**config.mk**
```make
export PLATFORM = sky130hd
export DESIGN_NAME = uart_phase_scheduler
export DESIGN_NICKNAME = d
export VERILOG_FILES = /design/src/rtl/uart_phase_scheduler.sv
export SDC_FILE = /design/constraint.sdc
export NUM_CORES = 1
export LEC_CHECK = 0
export CORE_ASPECT_RATIO = 1.5
export CORE_UTILIZATION = 60
export DETAILED_ROUTE_END_ITERATION = 10
export GPL_TIMING_DRIVEN = 0
export PLACE_DENSITY = 0.91
export SYNTH_ARGS = -nofsm -noshare
export SYNTH_HDL_FRONTEND = slang
export SYNTH_SLANG_ARGS = --single-unit
```
**constraint.sdc**
```tcl
create_clock -name clk -period 14.5 [get_ports clk]
set_input_delay 2.9 -clock clk [delete_from_list [all_inputs] [get_ports clk]]
set_output_delay 2.9 -clock clk [all_outputs]
set_load 0.005 [all_outputs]
```
**src/rtl/uart_phase_scheduler.sv**
```systemverilog
// uart_phase_scheduler: per-frame sequencer that fetches sine samples, scales them
// and launches one byte per UART for each phase, then fires the shoot pulse.
`default_nettype none

module uart_phase_scheduler #(
  parameter int          NUM_OF_MODULES = 9,
  parameter int          NUM_OF_PHASES  = 3,
  parameter logic [15:0] MODULE_OFFSET  = 16'd40,
  parameter logic [15:0] PHASE_OFFSET   = 16'd120,
  parameter int          SHOOT_CYCLES   = 8
) (
  input  logic                        clk,
  input  logic                        reset,
  input  logic                        start,
  input  logic                        abort,
  input  logic [15:0]                 sin_index,
  input  logic [15:0]                 ma_mult,
  output logic [15:0]                 pram_addr,
  input  logic [7:0]                  pram_data,
  output logic [8*NUM_OF_MODULES-1:0] tx_data,
  output logic [NUM_OF_MODULES-1:0]   start_tx,
  input  logic [NUM_OF_MODULES-1:0]   tx_busy,
  output logic                        busy,
  output logic                        done,
  output logic                        aborted,
  output logic                        shoot
);

  localparam int CW = $clog2(NUM_OF_MODULES + 1);
  localparam int PW = (NUM_OF_PHASES > 1) ? $clog2(NUM_OF_PHASES) : 1;
  localparam int SW = (SHOOT_CYCLES > 1) ? $clog2(SHOOT_CYCLES) : 1;
  localparam logic [CW-1:0] LAST_MOD = CW'(NUM_OF_MODULES);
  localparam logic [PW-1:0] LAST_PH  = PW'(NUM_OF_PHASES - 1);
  localparam logic [SW-1:0] LAST_SH  = SW'(SHOOT_CYCLES - 1);

  typedef enum logic [2:0] {
    S_IDLE   = 3'd0,
    S_FETCH  = 3'd1,
    S_LAUNCH = 3'd2,
    S_GUARD  = 3'd3,
    S_DRAIN  = 3'd4,
    S_SHOOT  = 3'd5
  } state_t;

  state_t        state;
  logic [15:0]   ma_q;
  logic [15:0]   phase_base;
  logic [CW-1:0] mod_cnt;
  logic [PW-1:0] ph_cnt;
  logic [SW-1:0] sh_cnt;
  logic [23:0]   product;
  logic [15:0]   next_base;

  always_comb begin
    product   = {16'd0, pram_data} * {8'd0, ma_q};
    next_base = phase_base + PHASE_OFFSET;
  end

  always_ff @(posedge clk) begin
    if (!reset) begin
      state      <= S_IDLE;
      ma_q       <= '0;
      phase_base <= '0;
      mod_cnt    <= '0;
      ph_cnt     <= '0;
      sh_cnt     <= '0;
      pram_addr  <= '0;
      tx_data    <= '0;
      start_tx   <= '0;
      busy       <= 1'b0;
      done       <= 1'b0;
      aborted    <= 1'b0;
      shoot      <= 1'b0;
    end else begin
      done    <= 1'b0;
      aborted <= 1'b0;
      if (state != S_IDLE && abort) begin
        state    <= S_IDLE;
        start_tx <= '0;
        shoot    <= 1'b0;
        busy     <= 1'b0;
        aborted  <= 1'b1;
      end else begin
        case (state)
          S_IDLE: begin
            if (start && !abort) begin
              ma_q       <= ma_mult;
              phase_base <= sin_index;
              pram_addr  <= sin_index;
              ph_cnt     <= '0;
              mod_cnt    <= '0;
              busy       <= 1'b1;
              state      <= S_FETCH;
            end
          end
          S_FETCH: begin
            // Sample for module c arrives while its address is presented; capture and step on.
            if (mod_cnt != LAST_MOD) begin
              tx_data[8*mod_cnt +: 8] <= product[23:16];
              mod_cnt                 <= mod_cnt + 1'b1;
              pram_addr               <= pram_addr + MODULE_OFFSET;
            end else if (tx_busy == '0) begin
              start_tx <= '1;
              state    <= S_LAUNCH;
            end
          end
          S_LAUNCH: begin
            start_tx <= '0;
            state    <= S_GUARD;
          end
          S_GUARD: state <= S_DRAIN;
          S_DRAIN: begin
            if (tx_busy == '0) begin
              if (ph_cnt != LAST_PH) begin
                ph_cnt     <= ph_cnt + 1'b1;
                mod_cnt    <= '0;
                phase_base <= next_base;
                pram_addr  <= next_base;
                state      <= S_FETCH;
              end else begin
                shoot  <= 1'b1;
                sh_cnt <= '0;
                state  <= S_SHOOT;
              end
            end
          end
          S_SHOOT: begin
            if (sh_cnt == LAST_SH) begin
              shoot <= 1'b0;
              done  <= 1'b1;
              busy  <= 1'b0;
              state <= S_IDLE;
            end else begin
              sh_cnt <= sh_cnt + 1'b1;
            end
          end
          default: state <= S_IDLE;
        endcase
      end
    end
  end

endmodule

`default_nettype wire

```
==> results <==
- The post-synthesis instance area is 10100 um2.
- The most numerous cell type found on the critical path is fa_1.
- The total routed wirelength is 31300 um.
- The share of total power dissipated in the clock network is 42.6%.
- The worst hold-check slack is 462 ps.
- The transition at the pin with the smallest max-transition slack is 1240 ps.
- CTS saw 137 sinks.
- The H-tree was split into 4 levels.
- Setup slack closes at 5960 ps.
- Of the total power, the share spent switching nets is 30.0%.
- In this run, CTS created clock tree buffers numbering 17.
- The setup slack of the worst register-to-register path is 8920 ps.
- The via count of the first global-routing pass is 10300.
- Synthesis produced a netlist whose cell count is 1229.
- The initial cell density of the core is 62.0%.
- In this run the tool buffered the top-level ports with 153 buffer cells.
- The number of enable-type register cells in the synthesized netlist is 0.
- The kind of start point of the critical path is a primary input.
- The fraction of final layout cells sized beyond drive strength 1 is 3.96%.
- Power comes to 1.03 mW.
- STA puts the critical path data required time at 14760 ps.
- The final number of hold-violating endpoints is 0.
- The most critical setup path has its startpoint at pram_data[6].
- Combinational logic is responsible for 18.4% of the overall power.
- The total of fill cells in the finished design is 1122.
- The core region area is 16300 um2.
- The critical path is of the in2reg type.
- For this block, the via count after detailed routing is 10200.
- The die height is 161 um.
- Summed over all cells, the static leakage comes to 5.07 nW.
- The class of the tightest hold or removal check is reg2reg.
- Leaving out fill and tap cells, the most frequent cell in the layout is clkdlybuf4s50_1.
- The number of cells on the worst reg-to-reg path is 15.
- In this run, the number of DRC markers left after iteration 0 of detailed routing was 1021.
- The peak supply drop is 0.0763 mV.
- In this run, synthesis produced a sequential element count of 137.
- The post-CTS clock slew at the launch and capture registers of the worst setup and hold paths is 60 ps.
- At the end of routability-driven placement, the weighted congestion stood at 0.934.
- The number of warnings reported in the yosys synthesis log is 0.
- The category of the worst setup path capture point is a register.
- The switching power summed over all nets is 309 uW.
- The wire length of the first global-routing pass is 50600 um.
- Dividing the final minimum period by the clock period gives 58.9%.
- The register area share after synthesis is 27.1%.
- The remaining antenna violation count is 0.
- The via-per-instance ratio is 6.27.
- Measured along the x axis, the die boundary spans 108 um.
- The endpoint arrival time on the critical path is 8800 ps.
- The number of antenna violations at the first check in global routing is 0.
- The number of buffers inserted to repair setup after CTS is 0.
- Headroom to the max-slew limit came out at 16.4%.
- 154 I/O pins were placed.
- The total global routing overflow is 0.
- The max capacitance violation total is 0.
- The startpoint of the lowest-slack register-to-register path is ma_q[11].
- The run finished with clean final reports.
- Across every metal layer, demand over resource in global routing totals 37.7%.
- Among cell families on the critical path, the largest total delay comes from adder cells.
- After detailed routing, the average wire length per cell comes to 19.3 um.
- The setup-violating endpoint count in the final report is 0.
- The depth of the critical timing path with buffers and inverters included is 17.
- Timing would allow up to 117 MHz.
- Walking the worst path, the cells encountered are clkdlybuf4s50_1, clkbuf_1, and2_1, fa_1, fa_1, fa_1, inv_1, fa_1, inv_1, ha_1, buf_2, and4_1, nand3_1, o21bai_1, a21oi_1, nor3_1, o31ai_1.
- The number of gates resized after CTS was 0.
- Leaving out fill and tap cells, the most frequent cells in the layout are clkdlybuf4s50_1, dfxtp_1, nand2_1.
- The leading register cell type out of synthesis is dfxtp_1.
- The count of nets after finishing is 1587.
- For this design, the CTS-stage hold fixing added 0 buffers.
- Counting both buffers and inverters, the worst setup path holds a total of 5.
- The placed wire-length estimate after detailed placement is 23200 um.
- For this run, the slowest stage of the critical path takes 990 ps.
- Among all stages on the critical path, the largest delay is contributed by nor3_1.
- Across the routed clock network, the largest skew measured is 11.4 ps.
- The worst register-to-register path ends at tx_data[14].
- The maximum clock insertion buffer count is 2.
- A synthesized cell averages 8.24 um2.
- The TritonCTS clock tree is yes.
- The final max-slew violation count is 0.
- The number of rows in the core area is 57.
- The maximum fanout along the worst path is 10.
- Adding up every negative setup slack in the final design gives 0 ps.
- The worst-case setup slack after placement is 5670 ps.
- The tree is rooted in a clkbuf_16.
- The share of flip-flops with an asynchronous set or reset is 0%.
- The critical path endpoint is tx_data[14].
- Sequential cells account for 39.0% of the total power.
- The remaining routing DRC violations is 0.
- The area overhead of the layout relative to synthesis is 23.5%.
- Setup repair after global routing left no endpoint under its margin.
- The die area is 17400 um2.
- The first TritonRoute pass finished after 6 iterations.
- The clock latency at the later pin of the worst-skew pair is 430 ps.
- The pin count of the biggest net entering global routing is 17.
- The power density over cell area is 82.2 nW/um2.
- The post-synthesis net count is 1415.
- The final critical delay including setup and external delays is 8540 ps.
- The internal power of the cells is 719 uW.
- The unique cell type count in the Yosys netlist is 71.
[sequential cells by signal, indices dropped and copies added, names as in the netlist, 2 cells and up]
name and flops:
sh_cnt 3, pram_addr 16, state 3, phase_base 16
tx_data 72, ma_q 16, ph_cnt 2, mod_cnt 4
[Yosys cell counts, types with 3 or more instances]
cell	instances	area share [%]
dfxtp_1	137	27
nand2_1	130	4.8
inv_1	115	4.3
and2_1	114	7.0
nand3_1	90	4.4
fa_1	83	16
nor2_1	72	2.7
a21oi_1	70	3.5
clkbuf_1	57	2.1
ha_1	50	6.2
o21ai_0	45	2.2
nor3_1	26	1.3
o31ai_1	20	1.5
xnor2_1	16	1.4
a211oi_1	12	0.89
or3_1	12	0.74
a31oi_1	11	0.68
and3_1	10	0.62
a21o_1	8	0.59
buf_1	8	0.30
buf_4	8	0.59
o41ai_1	8	0.69
a221oi_1	7	0.61
a22oi_1	7	0.52
nand2b_1	7	0.43
o22ai_1	7	0.43
o311ai_0	6	0.52
xor2_1	6	0.52
a2bb2oi_1	5	0.43
buf_2	4	0.20
nand4_1	4	0.25
nor3b_1	4	0.30
nor4_1	4	0.25
o211ai_1	4	0.30
o21a_1	4	0.30
o311ai_1	4	0.35
and4_1	3	0.26
o221ai_1	3	0.26
[worst register-to-register path, cell delays in order (launching register included)]
cell and delay (ps):
dfxtp_1 580, and2_1 220, fa_1 480, fa_1 540, fa_1 560, inv_1 70
fa_1 540, inv_1 40, ha_1 280, buf_2 190, and4_1 250, nand3_1 140
o21bai_1 190, a21oi_1 100, nor3_1 990, o31ai_1 230
[cell families (layout without fill, tap and decap cells)]
kind of cell,after synthesis,in the layout,share of synthesized area (%)
multiplexers,2,2,0.222
XOR/XNOR,22,22,1.90
other,0,1,0
adder cells (fa/ha/maj),133,133,22.6
AO/OA/AOI/OAI,246,246,16.0
flip-flops,137,137,27.1
AND/OR/NAND/NOR,495,495,24.7
buffers and inverters,194,379,7.54
[power by group through the flow]
stage	combinational (mW)	clock, mW	sequential (mW)
2_1_floorplan	0.120	0	0.403
3_3_place_gp	0.178	0	0.408
6_report	0.189	0.438	0.401
4_1_cts	0.187	0.437	0.400
5_1_grt	0.211	0.455	0.402
3_5_place_dp	0.184	0	0.408
[routing by layer]
layer | vias up | GRT usage (%) | share of wire [%]
met5 | - | 0 | 0
met4 | 0 | 26.1 | 6.5
met3 | 181 | 9.04 | 8.4
met2 | 656 | 63.4 | 50
met1 | 4804 | 41.4 | 35
li1 | 4521 | - | -
[area by class of cell]
class                           count  area, um2  area share, %
Multi-Input combinational cell    898       6620           52.9
Sequential cell                   137       2740           21.9
Timing Repair Buffer              153       1530           12.2
Inverter                          117        439           3.51
Clock buffer                       17        425           3.40
Buffer                             77        324           2.59
Tap cell                          206        258           2.06
Clock inverter                     15        163           1.30
Antenna cell                        1       2.50         0.0200
[worst min-delay path by stage]
stage | start | end | depth (start not counted)
after floorplan | phase_base[0] | phase_base[0] | 2
after global placement | phase_base[0] | phase_base[0] | 2
after detailed placement | phase_base[0] | phase_base[0] | 2
after CTS | phase_base[0] | phase_base[0] | 2
after global routing | phase_base[1] | phase_base[1] | 2
final | phase_base[0] | phase_base[0] | 2
[through the flow]
stage               utilization [%]  instance area, um2  std cells
floorplan                         -               10100       1229
global placement               73.0               11900       1588
detailed placement             73.0               11900       1588
CTS                            76.6               12500       1620
global route                   76.6               12500       1620
finish                         76.6               12500       1621
Power figures use the tool's default switching activity.
==> RTL change 1, RTL diff (same settings) <==
Set the parameter `NUM_OF_PHASES` to 2 (it was 3).
--- a/src/rtl/uart_phase_scheduler.sv
+++ b/src/rtl/uart_phase_scheduler.sv
@@ -4,7 +4,7 @@
 
 module uart_phase_scheduler #(
   parameter int          NUM_OF_MODULES = 9,
-  parameter int          NUM_OF_PHASES  = 3,
+  parameter int          NUM_OF_PHASES  = 2,
   parameter logic [15:0] MODULE_OFFSET  = 16'd40,
   parameter logic [15:0] PHASE_OFFSET   = 16'd120,
   parameter int          SHOOT_CYCLES   = 8
Check against the original RTL: not settled (the Yosys comparison gave no result); the edit may change what the design does.
==> RTL change 1 against the original RTL <==
Global-route usage is 1.1 points lower. Area after synthesis is 1.2% lower. Setup slack better by 87 ps. Final cell count is 1.9% lower. Largest cell class unchanged. Via count is 3.3% lower. Synthesized cell count is 2.4% lower. Routed wire length is 2.2% lower. Sequential cell count is 1 lower. Final area is 0.68% lower. Die area is 1.2% lower. Count of clock-buffer cells in the layout stayed put.
Power is not compared: it rests on default switching activity, and its combinational part moved more than twofold at a synthesized area within 25%.
==> RTL change 1: results (changes against the original RTL) <==
status=finished, final reports clean (unchanged); Inst Count DP=1558 (was 1588); top cells by area, synth=dfxtp_1 (27%), fa_1 (17%), and2_1 (6.9%) (was dfxtp_1 (27%), fa_1 (16%), and2_1 (7.0%)); DP Wirelength=22.58 mm (was 23.17 mm); met2 wire len=16.22 mm (was 15.71 mm); reg2reg end=tx_data[41]$_SDFFE_PN0P_ (was tx_data[14]$_SDFFE_PN0P_); slew of the pin with the lowest slew margin=1090 ps (was 1244 ps); DP Worst Slack=5240 ps (was 5669 ps); mux share of post-synthesis cell area=0.01650 (was 0.002224); drt wl/cell=19.26 um (was 19.32 um); largest net degree at the start of global routing=19 (was 17); launching point of the worst reg2reg path=ma_q[8]$_SDFFE_PN0P_ (was ma_q[11]$_SDFFE_PN0P_); Adder-Cell Fraction of Synth Area=0.2273 (was 0.2258); fraction of area in multi-input gates=0.5318 (was 0.5294); Synth Area in Compound Gates=0.1660 (was 0.1595); Crit path max-delay family=adder cells (unchanged); Hold EP=tx_data[54]$_SDFFE_PN0P_ (was phase_base[0]$_SDFFE_PN0P_); non-filler instance count after layout=1590 (was 1621); metal1 wirelength=10.16 mm (was 10.94 mm); slowest stage cell, crit path=nor3_2 (was nor3_1); Non-CTS buffers=217 (was 230); met2 usage=0.6522 (was 0.6340); GR Util All Layers=0.3661 (was 0.3775); Signal buf overhead=0.1457 (was 0.1484); Mapped Nets=1384 (was 1415); number of global-route vias before repair=10.29k (was 10.33k); slowest stage delay, CP=750 ps (was 990 ps); Multi-input comb cells=891 (was 898); routability congestion estimate=0.9652 (was 0.9337); clock sink total=136 (was 137); Core Region=16260 um^2 (was 16330 um^2); Synth top cells by count=nand2_1 (140), dfxtp_1 (136), and2_1 (111), inv_1 (108), a21oi_1 (85) (was dfxtp_1 (137), nand2_1 (130), inv_1 (115), and2_1 (114), nand3_1 (90)); P&R area growth vs syn=24.12% (was 23.50%); DR iter-0 viols=691 (was 1021); FF/Latch Area=2723 um^2 (was 2743 um^2); ratio of cells with drive above 1 in the final layout=0.04552 (was 0.03960); met3 wire length=2.027 mm (was 2.645 mm); clock-cell share of area=0.04986 (was 0.04702); ant diodes=0 (was 1); Distinct cells, synth=66 (was 71); Non-CTS inverters=108 (was 117); sequential fraction of the synthesis area=0.2720 (was 0.2708); routed vias=9822 (was 10.16k); first-pass GRT wire length=49.14 mm (was 50.56 mm); flop-to-flop setup slack=9130 ps (was 8920 ps); mean cell area of the mapped netlist=8.347 um^2 (was 8.240 um^2); DP Area=11800 um^2 (was 11920 um^2); # fillers=1083 (was 1122); Clock Skew=10.66 ps (was 11.42 ps); hold_sp=tx_data[54]$_SDFFE_PN0P_ (was phase_base[0]$_SDFFE_PN0P_)
-- RTL change 1: cell count changes after synthesis, sizes merged, moves of 7 or more --
cell / before / now
nand3: 91 / 35
o31ai: 21 / 4
o21ai: 47 / 69
or3: 12 / 5
nand2: 130 / 141
inv: 115 / 108
clkbuf: 57 / 50
a22oi: 7 / 15
a22o: 2 / 17
mux2i: 0 / 12
a21oi: 71 / 85
o311ai: 10 / 0
-- RTL change 1: how the worst max path moves through the flow --
stage                                          end  cells past startpoint  slack [ps]         start
final                     tx_data[41]$_SDFFE_PN0P_                     17        6050  pram_data[7]
after global placement    tx_data[57]$_SDFFE_PN0P_                     17        5530  pram_data[7]
after floorplan           tx_data[63]$_SDFFE_PN0P_                     16        7000  pram_data[7]
after detailed placement  tx_data[41]$_SDFFE_PN0P_                     17        5240  pram_data[7]
after CTS                 tx_data[41]$_SDFFE_PN0P_                     17        5650  pram_data[7]
after global routing       tx_data[3]$_SDFFE_PN0P_                     16        5770  pram_data[7]
==> RTL change 2, RTL diff (same settings) <==
Made on the original files. Register the output `start_tx` once more, without a reset; this adds one clock of latency there. The other outputs are not delayed to match.
--- a/src/rtl/uart_phase_scheduler.sv
+++ b/src/rtl/uart_phase_scheduler.sv
@@ -42,6 +42,8 @@
     S_SHOOT  = 3'd5
   } state_t;
 
+  logic [NUM_OF_MODULES-1:0] start_tx_s0;
+
   state_t        state;
   logic [15:0]   ma_q;
   logic [15:0]   phase_base;
@@ -66,7 +68,7 @@
       sh_cnt     <= '0;
       pram_addr  <= '0;
       tx_data    <= '0;
-      start_tx   <= '0;
+      start_tx_s0 <= '0;
       busy       <= 1'b0;
       done       <= 1'b0;
       aborted    <= 1'b0;
@@ -76,7 +78,7 @@
       aborted <= 1'b0;
       if (state != S_IDLE && abort) begin
         state    <= S_IDLE;
-        start_tx <= '0;
+        start_tx_s0 <= '0;
         shoot    <= 1'b0;
         busy     <= 1'b0;
         aborted  <= 1'b1;
@@ -100,12 +102,12 @@
               mod_cnt                 <= mod_cnt + 1'b1;
               pram_addr               <= pram_addr + MODULE_OFFSET;
             end else if (tx_busy == '0) begin
-              start_tx <= '1;
+              start_tx_s0 <= '1;
               state    <= S_LAUNCH;
             end
           end
           S_LAUNCH: begin
-            start_tx <= '0;
+            start_tx_s0 <= '0;
             state    <= S_GUARD;
           end
           S_GUARD: state <= S_DRAIN;
@@ -140,6 +142,10 @@
     end
   end
 
+  always_ff @(posedge clk) begin
+    start_tx <= start_tx_s0;
+  end
+
 endmodule
 
 `default_nettype wire
Check against the original RTL: not settled (the Yosys comparison gave no result); the edit may change what the design does.
==> RTL change 2 against the original RTL <==
Final area grew 2.7%. Setup slack lost 230 ps. Area after synthesis up 3.2%. Sequential cell count up 1. Synthesized cell count rose by 2.9%. Combinational power up 18%. Power is 5.2% higher. Routed wire length increased by 9.4%. Register-to-register slack lost 110 ps. Sequential share of layout area fell by 0.42 points. Critical path depth stayed put. Count of clock-buffer cells in the layout up 1. Final cell count up 2.5%. Non-clock buffer count up 6.
==> RTL change 2: results (changes against the original RTL) <==
number of setup buffers added after CTS=0 (unchanged); slowest stage cell, crit path=xnor2_1 (was nor3_1); initial antenna violation count=2 (was 0); Final Net Count=1623 (was 1587); top cells by area, synth=dfxtp_1 (26%), fa_1 (16%), and2_1 (6.2%) (was dfxtp_1 (27%), fa_1 (16%), and2_1 (7.0%)); # fillers=1139 (was 1122); routability congestion estimate=0.9293 (was 0.9337); VDD IR max=0.07622 mV (was 0.07633 mV); slowest stage delay, CP=770 ps (was 990 ps); ratio of cells with drive above 1 in the final layout=0.05103 (was 0.03960); Leak Pwr=0.005165 uW (was 0.005069 uW); sequential fraction of the synthesis area=0.2644 (was 0.2708); Distinct cells, synth=71 (unchanged); Rel. slew slack=0.2440 (was 0.1643); status=finished, final reports clean (unchanged); worst hold path type=flip-flop to flip-flop (unchanged); drt wl/cell=20.62 um (was 19.32 um); Mapped Nets=1451 (was 1415); routed vias=10.88k (was 10.16k); DR iter-0 viols=1290 (was 1021); Synth top cells by count=nand2_1 (140), dfxtp_1 (138), inv_1 (107), and2_1 (103), fa_1 (83) (was dfxtp_1 (137), nand2_1 (130), inv_1 (115), and2_1 (114), nand3_1 (90)); first-pass GRT wire length=55.88 mm (was 50.56 mm); met2 wire len=17.39 mm (was 15.71 mm); metal1 wirelength=11.18 mm (was 10.94 mm); GR Util All Layers=0.4078 (was 0.3775); router iterations before antenna repair=7 (was 6); met3 wire length=3.215 mm (was 2.645 mm); Int Power=735.9 uW (was 719.2 uW); Clock Skew=12.80 ps (was 11.42 ps); Worst EP arrival=9030 ps (was 8800 ps); DP Wirelength=24.04 mm (was 23.17 mm)
RTL change 2: cell count changes in the layout (fill, tap and decap cells not counted), sizes merged, moves of 8 or more:
cell	unedited run	this run
nand4	4	33
or3	12	2
nand2	130	140
a21oi	71	80
nor3	28	20
inv	122	113
nand3	91	70
o21ai	47	58
o311ai	10	24
and2	114	103
RTL change 2: cell type report:
class | count | area share
Inverter | 107 | 0.03127
Sequential cell | 138 | 0.2151
Clock inverter | 14 | 0.01227
Clock buffer | 18 | 0.03419
Buffer | 83 | 0.02786
Tap cell | 210 | 0.02046
Multi-Input combinational cell | 937 | 0.5393
Timing Repair Buffer | 153 | 0.1192
Antenna cell | 2 | 0.0003896
RTL change 2: final timing paths:
kind                            cells past startpoint                        start  slack [ps]                        to
worst max register to register                     15         ma_q[1]$_SDFFE_PN0P_        8810  tx_data[27]$_SDFFE_PN0P_
worst max-delay path                               17                 pram_data[4]        5730  tx_data[27]$_SDFFE_PN0P_
worst min register to register                      0  start_tx_s0[7]$_SDFFE_PP0P_         390       start_tx[7]$_DFF_P_
worst min-delay path                                0  start_tx_s0[7]$_SDFFE_PP0P_         390       start_tx[7]$_DFF_P_
RTL change 2: kinds of logic (layout without fill, tap and decap cells):
| logic type | after synthesis | count (layout) | share of synthesized area |
|---|---|---|---|
| muxes | 4 | 4 | 0.003832 |
| buffers and inverters | 190 | 375 | 0.07269 |
| adders and majority gates | 133 | 133 | 0.2189 |
| other | 0 | 2 | 0 |
| DFF | 138 | 138 | 0.2644 |
| and+or+nand+nor | 500 | 500 | 0.2424 |
| AOI/OAI and AO/OA | 275 | 275 | 0.1769 |
| xor gates and xnor gates | 25 | 25 | 0.02096 |
RTL change 2: metrics by stage:
| step | area, um^2 | util | total power [uW] | cells | worst slack (ps) |
|---|---|---|---|---|---|
| CTS | 12840 | 0.7594 | 1067 | 1660 | 5911 |
| global placement | 12240 | 0.7241 | 616.7 | 1628 | 5672 |
| detailed placement | 12240 | 0.7241 | 624.1 | 1628 | 5609 |
| global route | 12840 | 0.7597 | 1119 | 1662 | 5413 |
| floorplan | 10450 | - | 545.8 | 1265 | 7109 |
| finish | 12840 | 0.7597 | 1082 | 1662 | 5732 |
RTL change 2: layer usage:
metal  track usage  up-vias
met5             0        -
met4        0.2958        0
met3        0.1297      236
met2        0.6804      811
met1        0.4245     5108
li1              -     4726
RTL change 2: power by group through the flow:
| stage | Clock [uW] | Combinational (uW) | Sequential, uW |
|---|---|---|---|
| 6_report | 453 | 223 | 405 |
| 2_1_floorplan | 0 | 137 | 409 |
| 4_1_cts | 446 | 216 | 405 |
| 5_1_grt | 465 | 247 | 407 |
| 3_5_place_dp | 0 | 211 | 413 |
| 3_3_place_gp | 0 | 204 | 412 |
